==> src/rtl/btn_sync_edge.sv <==
// Two-flop synchronizer for the raw buttons plus an "any press" rising-edge
// detector on the synchronized vector.
module btn_sync_edge #(
  parameter int unsigned W = 4
) (
  input  logic         clk_i,
  input  logic         rst_ni,
  input  logic [W-1:0] btn_i,
  output logic [W-1:0] btn_s_o,
  output logic         press_o
);

  logic [W-1:0] meta_q;
  logic [W-1:0] sync_q;
  logic [W-1:0] prev_q;

  always_ff @(posedge clk_i or negedge rst_ni) begin
    if (!rst_ni) begin
      meta_q <= '0;
      sync_q <= '0;
      prev_q <= '0;
    end else begin
      meta_q <= btn_i;
      sync_q <= meta_q;
      prev_q <= sync_q;
    end
  end

  // Only a transition from all-released to something-pressed counts as a press.
  assign btn_s_o = sync_q;
  assign press_o = (sync_q != '0) && (prev_q == '0);

endmodule

==> config.mk <==
export PLATFORM = sky130hd
export DESIGN_NAME = btn_sync_edge
export DESIGN_NICKNAME = d
export VERILOG_FILES = /design/src/rtl/btn_sync_edge.sv
export SDC_FILE = /design/constraint.sdc
export NUM_CORES = 1
export LEC_CHECK = 0
export BUFFER_PORTS_ARGS = -buffer_cell sky130_fd_sc_hd__clkbuf_2
export CAP_MARGIN = 10
export CORE_AREA = 4 4 41 43
export DETAILED_ROUTE_END_ITERATION = 12
export DIE_AREA = 0 0 45 47
export PLACE_DENSITY = 0.54
export SLEW_MARGIN = 20
export SYNTH_ARGS = -nofsm -noshare
export SYNTH_HDL_FRONTEND = slang
export SYNTH_SLANG_ARGS = --single-unit
==> constraint.sdc <==
create_clock -name clk_i -period 1.65 [get_ports clk_i]
set_input_delay 0.0825 -clock clk_i [delete_from_list [all_inputs] [get_ports clk_i]]
set_output_delay 0.0825 -clock clk_i [all_outputs]
set_load 0.05 [all_outputs]
**Word-level counts from Yosys, hierarchy flattened**

Index checks and enable logic that the tools add are counted.

- Bits in registers: 12
- Bits of input ports: 6
- Output and inout bits: 5
- Word-level logic and storage cells: 6

- Reductions and logical operators: 3

Operator list:

| kind | number |
|---|---|
| $logic_not A4 Y1 | 1 |
| $reduce_bool A4 Y1 | 1 |
| $logic_and A1 B1 Y1 | 1 |

**Longest topological paths before layout**

Gate-level depths: netlist of run 1.

- Depth in word-level cells: 2
- Gate-level depth with buffers: 2
- Gate-level depth less buffers: 2

**Worst setup path before layout of run 1**

Ideal clock, no wire load.

- Path kind: reg2out
- From: register prev_q[1]
- To: output port press_o
- Arrival time: 1.511 ns
- Required time: 1.567 ns
- Slack: 0.057 ns
- Cell stages (with the launch flop): 3
- Buffers on the path: 0
- Cell sequence: dfrtp_1 or4_1 nor2_1

- Longest elaborated chain between the ends: 2

Ends and longest elaborated chain:

| item | RTL line | text |
|---|---|---|
| start: declaration | 15 | `logic [W-1:0] prev_q;` |
| start signal: assignment | 25 | `prev_q <= sync_q;` |
| $logic_not A4 Y1 | 31 | `assign press_o = (sync_q != '0) && (prev_q == '0);` |
| $logic_and A1 B1 Y1 | 31 |  |
| end: declaration | 10 | `output logic press_o` |

Every way passes these cells.

**Worst setup path after layout of run 1**

Same ends and word-level chain as after synthesis.

==> results of run 1 <==
-- registers in the layout, indices dropped and copies added (netlist names) --
name,flops
btn_s_o,4
prev_q,4
meta_q,4
-- through the flow --
| step | hold WS, ps | cell area (sq um) | setup slack, ps | power [mW] |
|---|---|---|---|---|
| 5_1_grt | 257 | 462 | 15.1 | 0.555 |
| 6_report | 232 | 462 | 95.2 | 0.522 |
| 2_1_floorplan | -213 | 318 | 56.9 | 0.341 |
| 3_5_place_dp | -24.8 | 387 | 306 | 0.360 |
| 4_1_cts | 231 | 459 | 18.8 | 0.532 |
| 3_3_place_gp | -38.7 | 387 | 345 | 0.357 |
-- final timing paths --
path | cells past startpoint | start | end
max | 3 | prev_q[1] | press_o
min reg2reg | 0 | meta_q[1] | btn_s_o[1]
max reg2reg | 0 | btn_s_o[1] | prev_q[1]
min in group clk_i | 0 | meta_q[1] | btn_s_o[1]
max in group asynchronous | 2 | rst_ni | meta_q[3]
min | 2 | rst_ni | prev_q[2]
-- critical path, cell delays in order (launching register included) --
cell	delay, ps
sky130_fd_sc_hd__dfrtp_1	350
sky130_fd_sc_hd__or4_1	520
sky130_fd_sc_hd__nor2_1	110
sky130_fd_sc_hd__clkbuf_4	230
-- cell usage in the layout, fill, tap and decap left out --
master,synthesis,final
sky130_fd_sc_hd__dfrtp_1,12,12
sky130_fd_sc_hd__nor2_1,1,1
sky130_fd_sc_hd__clkbuf_4,0,4
sky130_fd_sc_hd__nor4_1,1,1
sky130_fd_sc_hd__dlygate4sd3_1,0,5
sky130_fd_sc_hd__or4_1,1,1
sky130_fd_sc_hd__clkbuf_2,0,9
-- power by group through the flow --
stage	clock network, mW	registers, mW	logic, mW
global route	0.188	0.317	0.0509
floorplan	0	0.337	0.00347
CTS	0.169	0.315	0.0476
global placement	0	0.320	0.0375
detailed placement	0	0.321	0.0387
finish	0.160	0.315	0.0474
-- routing by layer --
metal	vias to the layer above	part of all wire (%)	track usage, %
li1	85	-	-
met1	92	41	5.01
met2	11	44	10.2
met3	0	14	5.75
met4	0	0	1.75
met5	-	0	0
-- repair_timing --
action / 4_1_cts / 5_1_grt
endpoints found under the setup margin: 0 / 1
hold endpoints to repair: 16 / 0
hold buffers: 5 / 0
resized for setup: 0 / 2
-- cell families (layout without fill, tap and decap cells) --
kind of cell,Yosys count,count (layout),synth area share [%]
AND/OR/NAND/NOR,3,3,5.51
buffers and inverters,0,18,0
flip-flops,12,12,94.5
-- cell type report --
class	instances	area [sq um]	share of cell area, %
Clock buffer	3	22.5	4.88
Multi-Input combinational cell	3	17.5	3.79
Sequential cell	12	300	65.0
Tap cell	15	18.8	4.07
Timing Repair Buffer	15	103	22.2
==> impl_table.tex, run 1 <==
\begin{tabular}{lr}
\hline
Metric & Value \\
\hline
\multicolumn{2}{l}{\textbf{Route}} \\
Mean routed wirelength per cell & 9.65 microns \\
Overall routed net length & 463 microns \\
DRC & 0 \\
Number of nets with antenna violations after detailed routing & 0 \\
Number of iterations in the first detailed-routing pass & 1 \\
Average via count per standard cell & 3.92 \\
Total vias in the final route & 188 \\
Detailed router's first-iteration violation count & 0 \\
\multicolumn{2}{l}{\textbf{Power and ir drop}} \\
Cell-internal power & 409 uW \\
P\_leak & 0.221 nW \\
Part of the total power dissipated in combinational logic & 9.1\% \\
Share of total power in sequential cells & 60.3\% \\
Peak supply drop & 0.635 mV \\
Clock power share & 30.6\% \\
P per Cell Area & 1130 mW/mm\^{}2 \\
Psw & 113 uW \\
Net switching share of the total power & 21.6\% \\
\multicolumn{2}{l}{\textbf{Synth}} \\
Most instantiated library cell after synthesis & sky130\_fd\_sc\_hd\_\_dfrtp\_1 \\
Top cell type by total area after synthesis & sky130\_fd\_sc\_hd\_\_dfrtp\_1 \\
Mapped Avg Cell Area & 21.2 sq um \\
Post-synth top area share & 94.5\% \\
Commonest cells in the netlist & sky130\_fd\_sc\_hd\_\_dfrtp\_1, sky130\_fd\_sc\_hd\_\_nor2\_1, sky130\_fd\_sc\_hd\_\_nor4\_1, sky130\_fd\_sc\_hd\_\_or4\_1 \\
Mapped Area & 318 sq um \\
Post-synth EDFFs & 0 \\
Post-synthesis cell type count & 4 \\
Ranking of synthesized cells by area & sky130\_fd\_sc\_hd\_\_dfrtp\_1, sky130\_fd\_sc\_hd\_\_or4\_1, sky130\_fd\_sc\_hd\_\_nor4\_1 \\
Syn Inst Count & 15 \\
Synth async-reset ratio & 100\% \\
Synthesized Nets & 21 \\
Proportion of synthesized chip area in sequential cells & 94.5\% \\
Synth Flop Type & sky130\_fd\_sc\_hd\_\_dfrtp\_1 \\
Number of warning messages in the yosys log & 0 \\
FF+latch count, synth & 12 \\
\multicolumn{2}{l}{\textbf{Timing}} \\
Pin slew with the least headroom to its limit & 286 ps \\
RSZ-0062 raised after global routing & false \\
Final max-slew violation count & 0 \\
Setup Skew & 0.476 ps \\
Crit path time final & 1550 ps \\
Setup\_tns & 0 ps \\
Final setup violation count & 0 \\
FMAX & 643 MHz \\
Final critical-path share of the clock period & 94.2\% \\
Max transition margin & 80.9\% \\
Fin. Hold Viols & 0 \\
\multicolumn{2}{l}{\textbf{Die}} \\
Count of boundary I/O pins & 11 \\
Chip Height & 47 microns \\
Core region area & 0.00130 sq mm \\
Width of the die & 45 microns \\
Starting density of the core & 24.4\% \\
Die area & 0.00212 sq mm \\
Total number of placement rows & 13 \\
\multicolumn{2}{l}{\textbf{Final layout}} \\
Diodes inserted & 0 \\
Filler cells & 131 \\
Area growth syn-to-layout & 45.3\% \\
Fraction of the core area covered by cells at the end of the flow & 35.5\% \\
Fraction of final layout cells sized beyond drive strength 1 & 39.4\% \\
Non-filler instance count after layout & 48 \\
Post-layout net count & 41 \\
\multicolumn{2}{l}{\textbf{Clock network}} \\
Clock transition at the register clock pins on the worst setup and hold paths after CTS & 60 ps \\
CTS sink cnt & 12 \\
Root buffer selected by CTS & sky130\_fd\_sc\_hd\_\_clkbuf\_4 \\
Number of levels in the clock H-tree & 1 \\
Inserted Clock Buffers & 3 \\
Clock network latency to the later pin of the worst-skew pair & 250 ps \\
Clock tree from TritonCTS & done \\
Bufs on Longest Clock Path & 2 \\
Post CTS Setup Buffer Count & 0 \\
\multicolumn{2}{l}{\textbf{Worst setup path}} \\
Worst R2R Setup Slack & 1130 ps \\
Required time of the worst setup path & 1570 ps \\
Endpoint kind of the worst setup timing path & primary output \\
Critical path launch point type & register \\
Maximum fanout along the worst path & 1 \\
Category of the most critical setup path & register to primary output \\
Worst path arrival time & 1470 ps \\
\multicolumn{2}{l}{\textbf{Global route}} \\
Global-route wire length before repair & 828 microns \\
Vias in the first global route & 210 \\
Leftover overflow at the end of global routing & 0 \\
Antenna violations before repair & 0 \\
Largest net degree at the start of global routing & 13 \\
Total global routing track utilization & 6.02\% \\
\multicolumn{2}{l}{\textbf{Place}} \\
Placed cell count & 40 \\
Number of buffer cells added on primary ports & 10 \\
Final Wtd Congestion & 0.710 \\
\multicolumn{2}{l}{\textbf{Run}} \\
Max capacitance violation total & 0 \\
\multicolumn{2}{l}{\textbf{Outcome}} \\
Result of the run & finished, final reports clean \\
\multicolumn{2}{l}{\textbf{Min path}} \\
Min-delay worst type & primary input to async pin \\
\hline
\end{tabular}
No activity file was read; power rests on OpenSTA's default activity.
==> run 2, diff against run 1 <==
Settings changed: CORE_AREA 4 4 41 43 to 3 3 40 42, DIE_AREA 0 0 45 47 to 0 0 43 45.
==> run 2 against run 1 <==
Compared with the run above: clock power up 37%; fmax down 2.5%; setup slack got worse by 40 ps; register-to-register slack about the same; non-clock buffer count is the same; hold slack worse by 5.8 ps; global-route usage decreased by 0.76 points; final cell count grew 2.1%; sequential share of layout area down 1.5 points; critical path type unchanged; largest power group unchanged; flip-flop and latch count stayed put.
==> impl_table.tex, run 2 (synthesis results as in run 1) <==
\begin{tabular}{lr}
\hline
Metric & Value \\
\hline
\multicolumn{2}{l}{\textbf{Global route}} \\
Vias in the first global route & 189 (-10\%) \\
Total global routing track utilization & 5.26\% (-0.76 points) \\
Antenna violations before repair & 0 (unchanged) \\
Largest net degree at the start of global routing & 13 (unchanged) \\
Global-route wire length before repair & 690 microns (-17\%) \\
Leftover overflow at the end of global routing & 0 (unchanged) \\
\multicolumn{2}{l}{\textbf{Timing}} \\
Worst setup slack after layout & 54.8 ps (-40.5 ps) \\
RSZ-0062 raised after global routing & false \\
Fin. Hold Viols & 0 (unchanged) \\
Max transition margin & 81.3\% (+0.38 points) \\
Pin slew with the least headroom to its limit & 281 ps (-5.74 ps) \\
Setup Skew & 0.195 ps (-0.281 ps) \\
FMAX & 627 MHz (-2.5\%) \\
Final max-slew violation count & 0 (unchanged) \\
Crit path time final & 1600 ps (+40.5 ps) \\
Final setup violation count & 0 (unchanged) \\
Final critical-path share of the clock period & 96.7\% (+2.5 points) \\
Setup\_tns & 0 ps (unchanged) \\
Hold\_ws & 226 ps (-5.77 ps) \\
\multicolumn{2}{l}{\textbf{Clock network}} \\
Clock transition at the register clock pins on the worst setup and hold paths after CTS & 70 ps (about the same) \\
Number of levels in the clock H-tree & 1 (unchanged) \\
CTS sink cnt & 12 (unchanged) \\
Inserted Clock Buffers & 3 (unchanged) \\
Bufs on Longest Clock Path & 2 (unchanged) \\
Root buffer selected by CTS & sky130\_fd\_sc\_hd\_\_clkbuf\_4 \\
Clock network latency to the later pin of the worst-skew pair & 260 ps (about the same) \\
Clock tree from TritonCTS & done \\
\multicolumn{2}{l}{\textbf{Route}} \\
Number of nets with antenna violations after detailed routing & 0 (unchanged) \\
Number of iterations in the first detailed-routing pass & 1 (unchanged) \\
DRC & 0 (unchanged) \\
Overall routed net length & 452 microns (-2.4\%) \\
Detailed router's first-iteration violation count & 0 (unchanged) \\
Mean routed wirelength per cell & 9.22 microns (-4.4\%) \\
Total vias in the final route & 177 (-5.9\%) \\
Average via count per standard cell & 3.61 (-7.8\%) \\
\multicolumn{2}{l}{\textbf{Worst setup path}} \\
Worst R2R End & prev\_q[2] \\
Cell breakdown of the critical path & or4\_1, nor2\_1, clkbuf\_2 \\
Critical path launch point type & register \\
Required time of the worst setup path & 1570 ps (about the same) \\
Worst path arrival time & 1510 ps (+40 ps) \\
First element of the critical path & prev\_q[1] \\
Biggest cell delay along the critical path & 510 ps (about the same) \\
End point of the critical path & press\_o \\
Maximum fanout along the worst path & 1 (unchanged) \\
Category of the most critical setup path & register to primary output \\
Top Family by Delay on Critical Path & simple AND/OR/NAND/NOR gates \\
Endpoint kind of the worst setup timing path & primary output \\
Critical path depth & 3 (unchanged) \\
Cell with the biggest individual delay on the critical path & sky130\_fd\_sc\_hd\_\_or4\_1 \\
Number of cell instances on the worst register-to-register path & 0 (unchanged) \\
Worst R2R Setup Slack & 1130 ps (about the same) \\
Reg-to-Reg Start & btn\_s\_o[2] \\
CP Buf/Inv Count & 1 (unchanged) \\
\multicolumn{2}{l}{\textbf{Final layout}} \\
Fraction of final layout cells sized beyond drive strength 1 & 41.2\% (+1.8 points) \\
Fraction of the core area covered by cells at the end of the flow & 36.8\% (+1.3 points) \\
Diodes inserted & 0 (unchanged) \\
Area growth syn-to-layout & 48.8\% \\
Most used cells in the layout excluding fill and tap cells & sky130\_fd\_sc\_hd\_\_dfrtp\_1, sky130\_fd\_sc\_hd\_\_clkbuf\_2, sky130\_fd\_sc\_hd\_\_dlygate4sd3\_1 \\
Filler cells & 120 (-8.4\%) \\
Post-layout net count & 41 (unchanged) \\
Most common cell after layout, fill and taps aside & sky130\_fd\_sc\_hd\_\_dfrtp\_1 \\
\multicolumn{2}{l}{\textbf{Die}} \\
Total number of placement rows & 13 (unchanged) \\
Width of the die & 43 microns (-4.4\%) \\
Starting density of the core & 24.7\% (+0.31 points) \\
Die area & 0.00194 sq mm (-8.5\%) \\
Core region area & 0.00128 sq mm (-1.3\%) \\
Count of boundary I/O pins & 11 (unchanged) \\
Chip Height & 45 microns (-4.3\%) \\
\multicolumn{2}{l}{\textbf{Place}} \\
Number of buffer cells added on primary ports & 10 (unchanged) \\
Worst slack after detailed placement & 331 ps (+25.3 ps) \\
Final Wtd Congestion & 0.634 (-11\%) \\
\multicolumn{2}{l}{\textbf{Power and ir drop}} \\
Peak supply drop & 0.441 mV (-31\%) \\
P per Cell Area & 1230 mW/mm\^{}2 (+8.8\%) \\
P\_leak & 0.228 nW (+3.1\%) \\
\multicolumn{2}{l}{\textbf{Outcome}} \\
Result of the run & finished, final reports clean \\
\multicolumn{2}{l}{\textbf{Min path}} \\
Min-delay worst type & primary input to async pin \\
\multicolumn{2}{l}{\textbf{Run}} \\
Max capacitance violation total & 0 (unchanged) \\
\hline
\end{tabular}
[run 2: cell types whose count changed in the layout (fill, tap and decap cells not counted), sizes merged]
| cell | before | now |
|---|---|---|
| clkbuf | 13 | 14 |
[run 2: worst min path at each step]
| stage | to | slack [ps] | depth (start not counted) |
|---|---|---|---|
| after floorplan | btn_s_o[0] | -210 | 0 |
| after CTS | prev_q[3] | 230 | 2 |
| after detailed placement | prev_q[0] | -20 | 1 |
| after global routing | prev_q[0] | 240 | 2 |
| after global placement | prev_q[0] | -30 | 1 |
| final | btn_s_o[3] | 230 | 2 |
[run 2: metrics by stage]
| stage | power, mW | cell area (sq um) | std cells |
|---|---|---|---|
| floorplan | 0.341 | 318 | 15 |
| global placement | 0.358 | 387 | 40 |
| detailed placement | 0.359 | 387 | 40 |
| CTS | 0.595 | 473 | 49 |
| global route | 0.605 | 473 | 49 |
| finish | 0.582 | 473 | 49 |
[run 2: area by class of cell]
type                    instances  area (sq um)  area share (%)
clock buffers                   4          36.3            7.67
flip-flops and latches         12           300            63.5
multi-input cells               3          17.5            3.70
repair buffers                 15           100            21.2
well taps                      15          18.8            3.97
[run 2: per-layer routing]
| metal | vias to the layer above | global-route usage (%) | part of all wire, % |
|---|---|---|---|
| met5 | - | 0 | 0 |
| li1 | 88 | - | - |
| met4 | 0 | 5.42 | 0 |
| met3 | 0 | 2.79 | 14 |
| met2 | 11 | 7.49 | 44 |
| met1 | 78 | 5.36 | 42 |
[run 2: report_power, final]
part | leakage, nW | total [mW] | internal [mW] | switching, mW
Sequential | 0.140 | 0.315 | 0.309 | 0.00593
Combinational | 0.0667 | 0.0467 | 0.0161 | 0.0305
Clock | 0.0210 | 0.220 | 0.134 | 0.0866
[run 2: what timing repair did]
| action | in CTS | in global routing |
|---|---|---|
| resized for setup | 0 | 0 |
| setup buffers | 0 | 0 |
| hold endpoints to repair | 16 | 0 |
| hold buffers | 5 | 0 |
==> run 3, diff against run 2 <==
Settings changed: CORE_AREA 3 3 40 42 to 8 8 45 47, DIE_AREA 0 0 43 45 to 0 0 53 55, REMOVE_ABC_BUFFERS set to 1.
==> run 3 against run 2 <==
Compared with the run above: power grew 0.49%; wire length grew 23%; setup slack gained 80 ps; critical path depth is the same; sequential share of layout area shrank 0.50 points; clock skew is essentially flat; largest cell class unchanged; flip-flop and latch count is the same; fmax grew 5.3%; die area grew 51%; highest routed layer unchanged; non-clock buffer count is the same.
==> impl_table.tex, run 3 (synthesis results as in run 1) <==
\begin{tabular}{lr}
\hline
Metric & Value \\
\hline
\multicolumn{2}{l}{\textbf{Outcome}} \\
Result of the run & finished, final reports clean \\
\multicolumn{2}{l}{\textbf{Clock network}} \\
Bufs on Longest Clock Path & 2 (unchanged) \\
Clock tree from TritonCTS & done \\
Number of levels in the clock H-tree & 1 (unchanged) \\
CTS sink cnt & 12 (unchanged) \\
Inserted Clock Buffers & 3 (unchanged) \\
Post CTS Setup Buffer Count & 0 (unchanged) \\
Root buffer selected by CTS & sky130\_fd\_sc\_hd\_\_clkbuf\_4 \\
Clock transition at the register clock pins on the worst setup and hold paths after CTS & 70 ps (about the same) \\
Clock network latency to the later pin of the worst-skew pair & 260 ps (about the same) \\
\multicolumn{2}{l}{\textbf{Global route}} \\
Vias in the first global route & 226 (+20\%) \\
Antenna violations before repair & 0 (unchanged) \\
Total global routing track utilization & 5.20\% (-0.058 points) \\
Global-route wire length before repair & 1.01 mm (+46\%) \\
Met2 track demand over resource & 7.03\% (-0.45 points) \\
Met1 demand-to-capacity share in global routing & 4.73\% (-0.63 points) \\
Leftover overflow at the end of global routing & 0 (unchanged) \\
Grt peak-use layer & met2 \\
Largest net degree at the start of global routing & 13 (unchanged) \\
Met3 GRT Util & 5.08\% (+2.3 points) \\
\multicolumn{2}{l}{\textbf{Worst setup path}} \\
First element of the critical path & prev\_q[1] \\
Biggest cell delay along the critical path & 510 ps (about the same) \\
Endpoint kind of the worst setup timing path & primary output \\
Category of the most critical setup path & register to primary output \\
Maximum fanout along the worst path & 1 (unchanged) \\
Required time of the worst setup path & 1570 ps (about the same) \\
Critical path launch point type & register \\
Reg-to-Reg Start & btn\_s\_o[3] \\
Cell breakdown of the critical path & or4\_1, nor2\_1, buf\_4 \\
Worst path arrival time & 1430 ps (-80 ps) \\
Cell with the biggest individual delay on the critical path & sky130\_fd\_sc\_hd\_\_or4\_1 \\
\multicolumn{2}{l}{\textbf{Die}} \\
Die area & 0.00292 sq mm (+51\%) \\
Chip Height & 55 microns (+22\%) \\
Count of boundary I/O pins & 11 (unchanged) \\
Width of the die & 53 microns (+23\%) \\
Core region area & 0.00138 sq mm (+7.7\%) \\
Total number of placement rows & 14 (+1) \\
Starting density of the core & 23.0\% (-1.8 points) \\
\multicolumn{2}{l}{\textbf{Final layout}} \\
Diodes inserted & 0 (unchanged) \\
Post-layout net count & 41 (unchanged) \\
Fraction of final layout cells sized beyond drive strength 1 & 41.2\% (unchanged) \\
Most common cell after layout, fill and taps aside & sky130\_fd\_sc\_hd\_\_dfrtp\_1 \\
Area growth syn-to-layout & 50.0\% \\
Non-filler instance count after layout & 50 (+2.0\%) \\
Fin area & 477 sq um (+0.79\%) \\
Most used cells in the layout excluding fill and tap cells & sky130\_fd\_sc\_hd\_\_dfrtp\_1, sky130\_fd\_sc\_hd\_\_clkbuf\_2, sky130\_fd\_sc\_hd\_\_dlygate4sd3\_1 \\
Filler cells & 126 (+5.0\%) \\
\multicolumn{2}{l}{\textbf{Power and ir drop}} \\
P per Cell Area & 1230 mW/mm\^{}2 (-0.30\%) \\
Cell-internal power & 459 uW (about the same) \\
P\_leak & 0.228 nW (+0.35\%) \\
Net switching share of the total power & 21.5\% (+0.31 points) \\
Peak supply drop & 0.495 mV (+12\%) \\
Part of the total power dissipated in combinational logic & 8.1\% (about the same) \\
Share of total power in sequential cells & 53.9\% (-0.2 points) \\
Clock power share & 38.0\% (about the same) \\
Psw & 125 uW (+2.0\%) \\
\multicolumn{2}{l}{\textbf{Timing}} \\
Pin slew with the least headroom to its limit & 282 ps (+0.972 ps) \\
Setup Skew & 0.469 ps (+0.275 ps) \\
Max transition margin & 81.3\% (about the same) \\
RSZ-0062 raised after global routing & false \\
Final setup violation count & 0 (unchanged) \\
Final max-slew violation count & 0 (unchanged) \\
Crit path time final & 1520 ps (-80.1 ps) \\
Setup\_tns & 0 ps (unchanged) \\
FMAX & 660 MHz (+5.3\%) \\
Final critical-path share of the clock period & 91.8\% (-4.9 points) \\
Fin. Hold Viols & 0 (unchanged) \\
\multicolumn{2}{l}{\textbf{Route}} \\
Total vias in the final route & 186 (+5.1\%) \\
Average via count per standard cell & 3.72 (+3.0\%) \\
Mean routed wirelength per cell & 11.2 microns (+21\%) \\
DRC & 0 (unchanged) \\
Number of iterations in the first detailed-routing pass & 1 (unchanged) \\
Detailed router's first-iteration violation count & 0 (unchanged) \\
Overall routed net length & 558 microns (+23\%) \\
Number of nets with antenna violations after detailed routing & 0 (unchanged) \\
\multicolumn{2}{l}{\textbf{Min path}} \\
Min-delay worst type & primary input to async pin \\
\multicolumn{2}{l}{\textbf{Place}} \\
Number of buffer cells added on primary ports & 10 (unchanged) \\
Placed cell count & 41 (+2.5\%) \\
Final Wtd Congestion & 0.664 (+4.7\%) \\
Placed cell areas & 388 sq um (+0.32\%) \\
\multicolumn{2}{l}{\textbf{Run}} \\
Max capacitance violation total & 0 (unchanged) \\
\hline
\end{tabular}
run 3: per-stage QoR:
step           hold WS, ps  total power, mW  util, %  setup WS (ps)
2_1_floorplan         -213            0.341        -           56.9
3_3_place_gp         -43.6            0.357     28.0            349
3_5_place_dp         -28.4            0.360     28.0            336
4_1_cts                220            0.595     34.3           36.1
5_1_grt                235            0.618     34.4           25.8
6_report               221            0.585     34.4            135
run 3: worst max-delay path: cells and delay by family (launching register included):
| family | cells | cell delay (ps) |
|---|---|---|
| DFF | 1 | 360 |
| buffers and inverters | 1 | 200 |
| and+or+nand+nor | 2 | 620 |
run 3: worst paths after layout:
check                        endpoint  slack [ps]  depth (start not counted)
setup / recovery              press_o         130                          3
hold / removal              prev_q[2]         220                          2
setup reg to reg            prev_q[3]        1120                          0
hold reg to reg            btn_s_o[2]         350                          0
max in group asynchronous  btn_s_o[0]        1220                          2
min in group clk_i         btn_s_o[2]         350                          0
run 3: per-layer routing:
metal  up-vias  share of wire, %
met5         -                 0
met4         0                 0
met3         0                17
met2        11                43
met1        87                40
li1         88                 -
run 3: final cells by class:
| class | instances | area, sq um | share of cell area [%] |
|---|---|---|---|
| multi-input cells | 3 | 17.5 | 3.67 |
| repair buffers | 15 | 103 | 21.5 |
| clock buffers | 4 | 36.3 | 7.61 |
| flip-flops and latches | 12 | 300 | 63.0 |
| well taps | 16 | 20.0 | 4.20 |
run 3: power groups by stage:
stage               clock network (mW)  logic, mW  registers, mW
finish                           0.222     0.0474          0.315
global route                     0.250     0.0514          0.317
CTS                              0.231     0.0479          0.315
detailed placement                   0     0.0388          0.321
global placement                     0     0.0377          0.319
floorplan                            0    0.00347          0.337
run 3: timing repair:
| item | in CTS | in global routing |
|---|---|---|
| hold buffers | 5 | 0 |
| endpoints found under the setup margin | 0 | 1 |
| gates resized for setup | 0 | 3 |
| hold endpoints to repair | 16 | 0 |
